**config.mk**
```make
export PLATFORM = sky130hd
export DESIGN_NAME = uart_rx_ctrl
export DESIGN_NICKNAME = d
export VERILOG_FILES = /design/src/rtl/uart_rx_ctrl.sv
export SDC_FILE = /design/constraint.sdc
export NUM_CORES = 1
export LEC_CHECK = 0
export CORE_MARGIN = 2
export CORE_UTILIZATION = 55
export CTS_BUF_LIST = sky130_fd_sc_hd__clkbuf_8
export CTS_CLUSTER_DIAMETER = 30
export CTS_CLUSTER_SIZE = 8
export DETAILED_ROUTE_END_ITERATION = 8
export PLACE_DENSITY_LB_ADDON = 0.15
export SYNTH_ARGS = -nofsm -noshare
export SYNTH_HDL_FRONTEND = slang
export SYNTH_SLANG_ARGS = --single-unit
```
**constraint.sdc**
```tcl
create_clock -name clk -period 3.5 [get_ports clk]
set_clock_uncertainty 0.05 [all_clocks]
set_input_delay 0.7 -clock clk [delete_from_list [all_inputs] [get_ports clk]]
set_output_delay 0.7 -clock clk [all_outputs]
set_load 0.1 [all_outputs]
```
**src/rtl/uart_rx_ctrl.sv**
```systemverilog
// UART receive controller: oversampled start detection, mid-bit sampling and
// frame assembly into an 11-bit parallel word with parity/stop error flags.
`timescale 1ns/1ps

module uart_rx_ctrl #(
  parameter int OVERSAMPLE = 16,
  parameter bit PARITY_ODD = 1'b0
) (
  input  logic        clk,
  input  logic        rst_n,
  input  logic        rx_en,
  input  logic        baud_tick,
  input  logic        rx_in,
  output logic [10:0] data_parll,
  output logic        frame_valid,
  output logic [7:0]  data_out,
  output logic        parity_err,
  output logic        stop_err,
  output logic        busy
);

  localparam int TW = $clog2(OVERSAMPLE);
  localparam logic [TW-1:0] T_LAST = TW'(OVERSAMPLE - 1);
  localparam logic [TW-1:0] T_MID  = TW'(OVERSAMPLE / 2 - 1);

  typedef enum logic [2:0] {
    IDLE,
    START,
    DATA,
    PARITY,
    STOP
  } state_t;

  state_t state, state_next;

  logic          rx_m, rx_s, rx_prev;
  logic [TW-1:0] tcnt;
  logic [2:0]    bcnt;
  logic [7:0]    data_sh;
  logic          par_bit;
  logic          fall, mid_tick, end_tick, stop_done;

  assign fall      = rx_prev & ~rx_s;
  assign mid_tick  = baud_tick && (tcnt == T_MID);
  assign end_tick  = baud_tick && (tcnt == T_LAST);
  assign stop_done = rx_en && (state == STOP) && end_tick;
  assign data_out  = data_parll[8:1];

  // Synchronizer plus one extra stage so the start edge is seen on clean samples.
  always_ff @(posedge clk or negedge rst_n) begin
    if (!rst_n) begin
      rx_m    <= 1'b1;
      rx_s    <= 1'b1;
      rx_prev <= 1'b1;
    end else begin
      rx_m    <= rx_in;
      rx_s    <= rx_m;
      rx_prev <= rx_s;
    end
  end

  always_ff @(posedge clk or negedge rst_n) begin
    if (!rst_n) state <= IDLE;
    else        state <= state_next;
  end

  always_comb begin
    state_next = state;
    case (state)
      IDLE:    if (fall) state_next = START;
      START:   if (mid_tick) state_next = rx_s ? IDLE : DATA;
      DATA:    if (end_tick && (bcnt == 3'd7)) state_next = PARITY;
      PARITY:  if (end_tick) state_next = STOP;
      STOP:    if (end_tick) state_next = IDLE;
      default: state_next = IDLE;
    endcase
    if (!rx_en) state_next = IDLE;
  end

  always_comb begin
    busy = (state != IDLE);
  end

  // The start phase only runs to mid-bit, so later samples land mid-bit too.
  always_ff @(posedge clk or negedge rst_n) begin
    if (!rst_n) begin
      tcnt <= '0;
      bcnt <= '0;
    end else if (!rx_en || (state == IDLE)) begin
      tcnt <= '0;
      bcnt <= '0;
    end else if (baud_tick) begin
      case (state)
        START: begin
          tcnt <= (tcnt == T_MID) ? '0 : tcnt + TW'(1);
          bcnt <= '0;
        end
        DATA: begin
          if (tcnt == T_LAST) begin
            tcnt <= '0;
            if (bcnt != 3'd7) bcnt <= bcnt + 3'd1;
          end else begin
            tcnt <= tcnt + TW'(1);
          end
        end
        default: tcnt <= (tcnt == T_LAST) ? '0 : tcnt + TW'(1);
      endcase
    end
  end

  always_ff @(posedge clk or negedge rst_n) begin
    if (!rst_n) begin
      data_sh <= '0;
      par_bit <= 1'b0;
    end else if (rx_en && end_tick) begin
      if (state == DATA)   data_sh <= {rx_s, data_sh[7:1]};
      if (state == PARITY) par_bit <= rx_s;
    end
  end

  // Published outputs change only when a complete frame is delivered.
  always_ff @(posedge clk or negedge rst_n) begin
    if (!rst_n) begin
      data_parll  <= '0;
      frame_valid <= 1'b0;
      parity_err  <= 1'b0;
      stop_err    <= 1'b0;
    end else begin
      frame_valid <= stop_done;
      if (stop_done) begin
        data_parll <= {rx_s, par_bit, data_sh, 1'b0};
        parity_err <= (^{par_bit, data_sh}) ^ PARITY_ODD;
        stop_err   <= ~rx_s;
      end
    end
  end

endmodule

```
==> results.ini <==
[min_path]
hp-start=rx_m
hold_path.class=reg2reg

[synthesis]
synthesis.instances=140
async_reset_ff_frac=1.00
ys.warnings.count=0
synthFlopType=dfrtp_1
syn_avg_cell_area_um2=12.1
netlist.area_leader.share=0.473
ys_top_cells_by_area=dfrtp_1 47%, mux2_2 8.6%, mux2_4 5.3%
netlist-cell-type-count=33
yosys.area.top_type=dfrtp_1
ys_ff_latch=35
synth-edff-count=0
synth.most_common_cell=dfrtp_1
syn_area_um2=1690
syn-num-nets=148
synth_common_cells=32 x dfrtp_1, 14 x nand2_1, 13 x mux2_2
ys_seq_area_frac=0.519

[grt]
grtUsageMet1=0.255
grt_util_met2=0.287
grt_util_met3=0.0568
busiest_layer=met2
antenna_found_initial=0
grt_pass1_wl_mm=4.86
grt_pass1_vias=1038
grt-ovfl-total=0
grt_usage=0.189
grt_max_degree=36

[critical_path]
slowest_delay_ps=1150
worstPathMaxFanout=3
crit_start=data_parll[2]
path_delay_family=buffers and inverters
rr_startpoint=tcnt[0]
endpoint_kind=output port
arrival_ps=1820
crit_chain=clkdlybuf4s50_1
critPathSlowestCell=clkdlybuf4s50_1
path_class=reg2out
critPathLaunchType=flop
r2r_slack_ps=1570
cp.required_ps=2750
cp_num_buf_inv=1

[route]
wl_per_cell_um=14.3
num_vias=1084
vias_per_cell=5.56
drt-pass1-iter-count=4
drt_iter0_drc=38
ant_nets=0
wl_mm=2.79
remaining_drc_errors=0

[timing]
setup_viol=0
relSlewSlack=0.345
post-route-min-period_ps=2570
layout_setup_ws_ps=933
rsz0062_at_grt=no
final-max-slew-violation-count=0
max_freq_ghz=0.390
worst-slew-pin-transition_ps=979
setup_tns_ps=0
min_period_over_period=0.733
fin_hold_ws_ps=308
hold_violations=0

[floorplanning]
die_w_um=59.5
core_area_um2=3000
num_io_pins=28
dieArea_um2=3540
die_y_um=59.5
rows=20
start_util=0.564

[clock_tree]
post_cts_buffers=0
cts_buffers=5
tritoncts=built
clockRootBuffer=clkbuf_8
cts_sinks=35
clkTransAtPathRegs_ps=70
cts_resized=0
clk_latency_ps=280
holdBufCountCts=0
clk_path_buf_depth=2
h-tree-depth=2

[layout]
fillers=239
stdcell_area_um2=1990
multi_input_area_um2=703
diodes=0
syn_to_final_growth_pct=17.4
drive_gt1_frac=0.210
nNetsFinal=169
seq_area_um2=880

[placed_design]
gp_congestion=0.739
port_buffers=26
postPlaceCellArea_um2=1900
dp_hpwl_mm=1.99
pre_cts_ws_ps=894

[pwr]
power.density_nw_per_um2=367
vdd.ir_drop.worst_v=0.000273
power.leakage_uw=0.000950

[run]
max_cap_violations=0

[run_status]
status=completed

## cell usage in the layout (no fill, tap or decap), drive strengths merged, types with 4 or more instances in the layout
cell type and n:
mux2i 4, xnor2 5, mux2 19, nand2 14, clkbuf 5, o21ai 4, a21oi 4, inv 5
nand3 4, nor2 9, clkdlybuf4s50 25, dfrtp 32
## path summary, 6_finish.rpt
kind / endpoint / cells after the start
worst max-delay path: data_parll[2] / 1
worst min-delay path: rx_s / 0
worst max register to register: data_parll[9] / 4
worst min register to register: rx_s / 0
max in group asynchronous: rx_s / 2
min in group asynchronous: data_parll[8] / 2
## report_power, final
group | internal [µW] | switching [µW] | total (µW)
combinational | 10.9 | 29.4 | 40.2
clock | 136 | 142 | 278
sequential | 409 | 3.35 | 412
total | 555 | 175 | 730
## cells by family after synthesis
family | synth area share
xor+xnor | 0.0547
simple gates | 0.112
mux | 0.163
compound gates | 0.0613
flops | 0.519
buf+inv | 0.0657
fa+ha+maj | 0.0222
other cells | 0.00221
## sequential cells by signal, summed over array words and instances (netlist names)
| register | cells |
|---|---|
| bcnt | 3 |
| data_parll | 10 |
| data_sh | 8 |
| frame_valid | 1 |
| par_bit | 1 |
| parity_err | 1 |
| rx_m | 1 |
| rx_prev | 1 |
| rx_s | 1 |
| state | 3 |
| stop_err | 1 |
| tcnt | 4 |
## per-layer routing
layer | wire length, µm | share of wire | vias up
met5 | 0 | 0 | -
met4 | 36 | 0.013 | 0
met2 | 1320 | 0.47 | 31
met1 | 1290 | 0.46 | 524
met3 | 143 | 0.051 | 5
li1 | - | - | 524
## worst reg2reg max path, stage by stage, from the launching register on
cell and delay (ps):
dfrtp_1 390, ha_1 250, and4_1 430, nand4_4 310, mux2_4 390
## cell type report
type                    count  area share
clock inverters             3     0.00818
flip-flops and latches     35       0.442
well taps                  33      0.0208
repair buffers             27       0.133
clock buffers               5      0.0346
multi-input cells          88       0.353
inverters                   4     0.00755
## through the flow
step                      std cells   util  total power (µW)
after CTS                       195  0.663               741
final                           195  0.663               730
after floorplan                 140      -               442
after global placement          187  0.634               459
after detailed placement        187  0.634               461
after global routing            195  0.663               758
(Power assumes the default switching activity.)
==> RTL edit 1 (same flow settings) <==
`OVERSAMPLE`: 16 -> 8.
--- a/src/rtl/uart_rx_ctrl.sv
+++ b/src/rtl/uart_rx_ctrl.sv
@@ -3,7 +3,7 @@
 `timescale 1ns/1ps
 
 module uart_rx_ctrl #(
-  parameter int OVERSAMPLE = 16,
+  parameter int OVERSAMPLE = 8,
   parameter bit PARITY_ODD = 1'b0
 ) (
   input  logic        clk,
Behaviour: not the same (Yosys sat finds a counterexample within 10 cycles, from zero or initial values and one cycle with rst_n low).
==> RTL edit 1 against the unedited design <==
Design area up 2.6%. Sequential cell count down 1. Routed wire length up 4.1%. Total power about the same. Worst setup slack better by 0.025 ns. Synthesized area up 2.1%. Sequential power down 2%. Sequential share of layout area down 2.3 points. Highest routed layer unchanged.
==> RTL edit 1: results (changes against the unedited design) <==
Status: complete, no violations
Yosys cell types: 42 (+27%)
Post-synthesis mux area share: 0.154 (-0.00910)
Fin crit period: 2.54 ns (-0.0250 ns)
CTS clock-pin slew for the worst setup and hold paths: 0.07 ns (about the same)
Initial DRC Count: 21 (-45%)
Diodes inserted: 0 (unchanged)
Dpl cells: 200 (+7.0%)
Worst skew pair latency: 0.28 ns (about the same)
Drt total wl: 2900 um (+4.1%)
Top cells by count, synth: dfrtp_1 (31), mux2_2 (20), buf_4 (9)
Syn Area/Cell: 12.1 um2 (about the same)
Post-Synth XOR/XNOR Area: 0.0434 (-0.0112)
GRT met3 Usage: 0.0541 (-0.00266)
Leak: 0.975 nW (+2.7%)
Hold WC Path Type: reg -> reg
Global-route wire length before repair: 5040 um (+3.7%)
Worst Path Arrival: 1.79 ns (-0.03 ns)
Vias in the first global route: 1108 (+6.7%)
Seq/Total Area, Yosys: 0.494 (-0.0250)
Via count: 1127 (+4.0%)
DP HPWL: 2090 um (+4.7%)
Synth top area cells: dfrtp_1 (45%), mux2_2 (13%), dfstp_2 (4.6%)
Final Net Count: 174 (+3.0%)
Largest net degree at the start of global routing: 35 (-2.8%)
Adder-cell area share of the yosys netlist: 0.0434 (+0.0213)
Synth top area share: 0.449 (-0.0240)
GRT Util Overall: 0.193 (+0.00378)
RePlAce Congestion: 0.884 (+20%)
Dpl cell area: 0.00195 mm2 (+2.4%)
Largest registers: data_parll x10, data_sh x8
Routing usage on met1: 0.233 (-0.0220)
Post-route non-filler standard cell count: 208 (+6.7%)
Compound-Gate Fraction of Synth Area: 0.0680 (+0.00672)
Switching Share: 0.228 (-0.0112)
Max-slew headroom: 0.346 (+0.000511)
==> RTL edit 1: changes by cell type after synthesis, moves of 3 or more <==
cell / delta
mux2_2: +7
mux2_4: -6
nand2_1: -6
nor2_1: -6
nor3_1: +5
ha_1: +3
nand3_1: -3
==> RTL edit 1: per-layer routing <==
layer  part of all wire  routed length (um)
met5                  0                   0
met4              0.019                  55
met3              0.053                 155
met2               0.51                1470
met1               0.42                1220
==> RTL edit 1: layout make-up <==
| cell class | count | area, um2 |
|---|---|---|
| tap | 44 | 55.1 |
| clock inverter | 2 | 7.51 |
| clock buffer | 6 | 82.6 |
| sequential | 34 | 855 |
| multi-input combinational | 90 | 757 |
| timing repair buffer | 27 | 265 |
| inverter | 5 | 18.8 |
| fill | 244 | 987 |
==> RTL edit 1: worst paths after layout <==
kind / from / end / slack (ns) / depth (start not counted)
max: data_parll[1]$_DFFE_PN0P_ / data_out[0] / 0.96 / 1
min: rx_m$_DFF_PN1_ / rx_s$_DFF_PN1_ / 0.31 / 0
max reg2reg: state[2]$_DFFE_PN0P_ / data_parll[10]$_DFFE_PN0P_ / 1.33 / 3
min reg2reg: rx_m$_DFF_PN1_ / rx_s$_DFF_PN1_ / 0.31 / 0
max in group asynchronous: rst_n / rx_m$_DFF_PN1_ / 2.29 / 2
min in group asynchronous: rst_n / frame_valid$_DFF_PN0_ / 0.78 / 2
==> RTL edit 1: power groups by stage <==
stage | registers (mW) | clock network [mW] | logic [mW]
after CTS | 0.402 | 0.298 | 0.0399
final | 0.402 | 0.290 | 0.0392
after global placement | 0.409 | 0 | 0.0390
after global routing | 0.402 | 0.312 | 0.0431
after detailed placement | 0.409 | 0 | 0.0399
after floorplan | 0.407 | 0 | 0.0241
==> RTL edit 2 (config.mk and constraints unchanged) <==
Made on the original files. Encoding of `state_t`: now one-hot (5 bits for 5 states).
--- a/src/rtl/uart_rx_ctrl.sv
+++ b/src/rtl/uart_rx_ctrl.sv
@@ -23,12 +23,12 @@
   localparam logic [TW-1:0] T_LAST = TW'(OVERSAMPLE - 1);
   localparam logic [TW-1:0] T_MID  = TW'(OVERSAMPLE / 2 - 1);
 
-  typedef enum logic [2:0] {
-    IDLE,
-    START,
-    DATA,
-    PARITY,
-    STOP
+  typedef enum logic [4:0] {
+    IDLE   = 5'b00001,
+    START  = 5'b00010,
+    DATA   = 5'b00100,
+    PARITY = 5'b01000,
+    STOP   = 5'b10000
   } state_t;
 
   state_t state, state_next;
Check against the original RTL: no difference found for any inputs over 10 cycles, from zero or initial values and one cycle with rst_n low; not proved beyond that.
==> RTL edit 2 against the unedited design <==
Maximum frequency rose by 0.79%. Non-clock buffer count did not move. Cell count rose by 14%. Total power rose by 11%. Hold slack got worse by 0.0012 ns. Count of clock-buffer cells in the layout rose by 1. Worst setup slack improved by 0.020 ns. Synthesized area rose by 9.7%. Design area rose by 9.9%. Global-route usage fell by 0.99 points. Routed wire length rose by 14%. Sequential cell count rose by 2. Die area rose by 9.0%.
==> RTL edit 2: results (changes against the unedited design) <==
Status: complete, no violations
Adder-cell area share of the yosys netlist: 0.0202 (-0.00195)
Yosys cell types: 38 (+15%)
Seq/Total Area, Yosys: 0.501 (-0.0182)
R2R Path End: data_parll[8]$_DFFE_PN0P_
Initial DRC Count: 29 (-24%)
Top cells by count, synth: dfrtp_1 (33), nand2_1 (15), mux2_2 (14)
Largest registers: data_parll x10, data_sh x8, state x5
Global-route wire length before repair: 5510 um (+13%)
R2r setup slk: 1.77 ns (+0.20 ns)
Worst setup margin: 0.954 ns (+0.0201 ns)
Seq. pwr: 0.443 mW (+7.5%)
Buffers on Ports: 26 (unchanged)
Highest ir drop seen on vdd: 0.457 mV (+67%)
Via density: 5.29 (-4.9%)
Worst Path Arrival: 1.80 ns (-0.02 ns)
Worst r2r src: tcnt[0]$_DFFE_PN0P_
Post-Synth XOR/XNOR Area: 0.0593 (+0.00461)
Post-synthesis mux area share: 0.147 (-0.0164)
Layout cells sized above 1: 0.244 (+0.0344)
NetSw: 0.199 mW (+14%)
Max-slew headroom: 0.349 (+0.00386)
Filler Cells Inserted: 255 (+6.7%)
Dpl cell area: 0.00209 mm2 (+9.7%)
DP HPWL: 2280 um (+14%)
WL/cell: 14.3 um (-0.22%)
Place WS: 0.994 ns (+0.100 ns)
Compound-Gate Fraction of Synth Area: 0.0539 (-0.00743)
Clock group power: 0.304 mW (+9.4%)
Largest net degree at the start of global routing: 38 (+5.6%)
Fin Hold WS: 0.306 ns (-0.00121 ns)
Total CTS buffers: 5 (unchanged)
Final Net Count: 183 (+8.3%)
Clock share of power: 0.374 (-0.007)
Leak: 1.06 nW (+12%)
Synth Net Count: 160 (+8.1%)
Cells after synthesis: 152 (+8.6%)
GRT Util Overall: 0.179 (-0.00994)
Dpl cells: 214 (+14%)
RePlAce Congestion: 0.843 (+14%)
RTL edit 2: cell types whose count changed in the layout (fill, tap and decap cells not counted), moves of 3 or more:
| cell | delta |
|---|---|
| nor2b_1 | +5 |
| a21oi_1 | -4 |
| nand4_1 | +4 |
| nor2_1 | -4 |
| a21boi_0 | +3 |
RTL edit 2: layer usage:
metal,GRT usage,share of wire,vias up
met1,0.240,0.48,571
met5,0,0,-
met4,0.0750,0.013,0
met2,0.269,0.45,32
li1,-,-,565
met3,0.0598,0.057,6
RTL edit 2: area by class of cell:
type	count	area, um2	share of cell area
multi-input cells	101	830	0.380
well taps	46	57.6	0.0263
repair buffers	27	260	0.119
clock buffers	6	82.6	0.0378
inverters	3	11.3	0.00515
flip-flops and latches	37	931	0.426
clock inverters	2	13.8	0.00630
RTL edit 2: worst register-to-register path, stage by stage (launching register included):
cell and delay (ns):
dfrtp_1 0.39, ha_1 0.24, and4_4 0.27, nand4_4 0.28, mux2_4 0.39
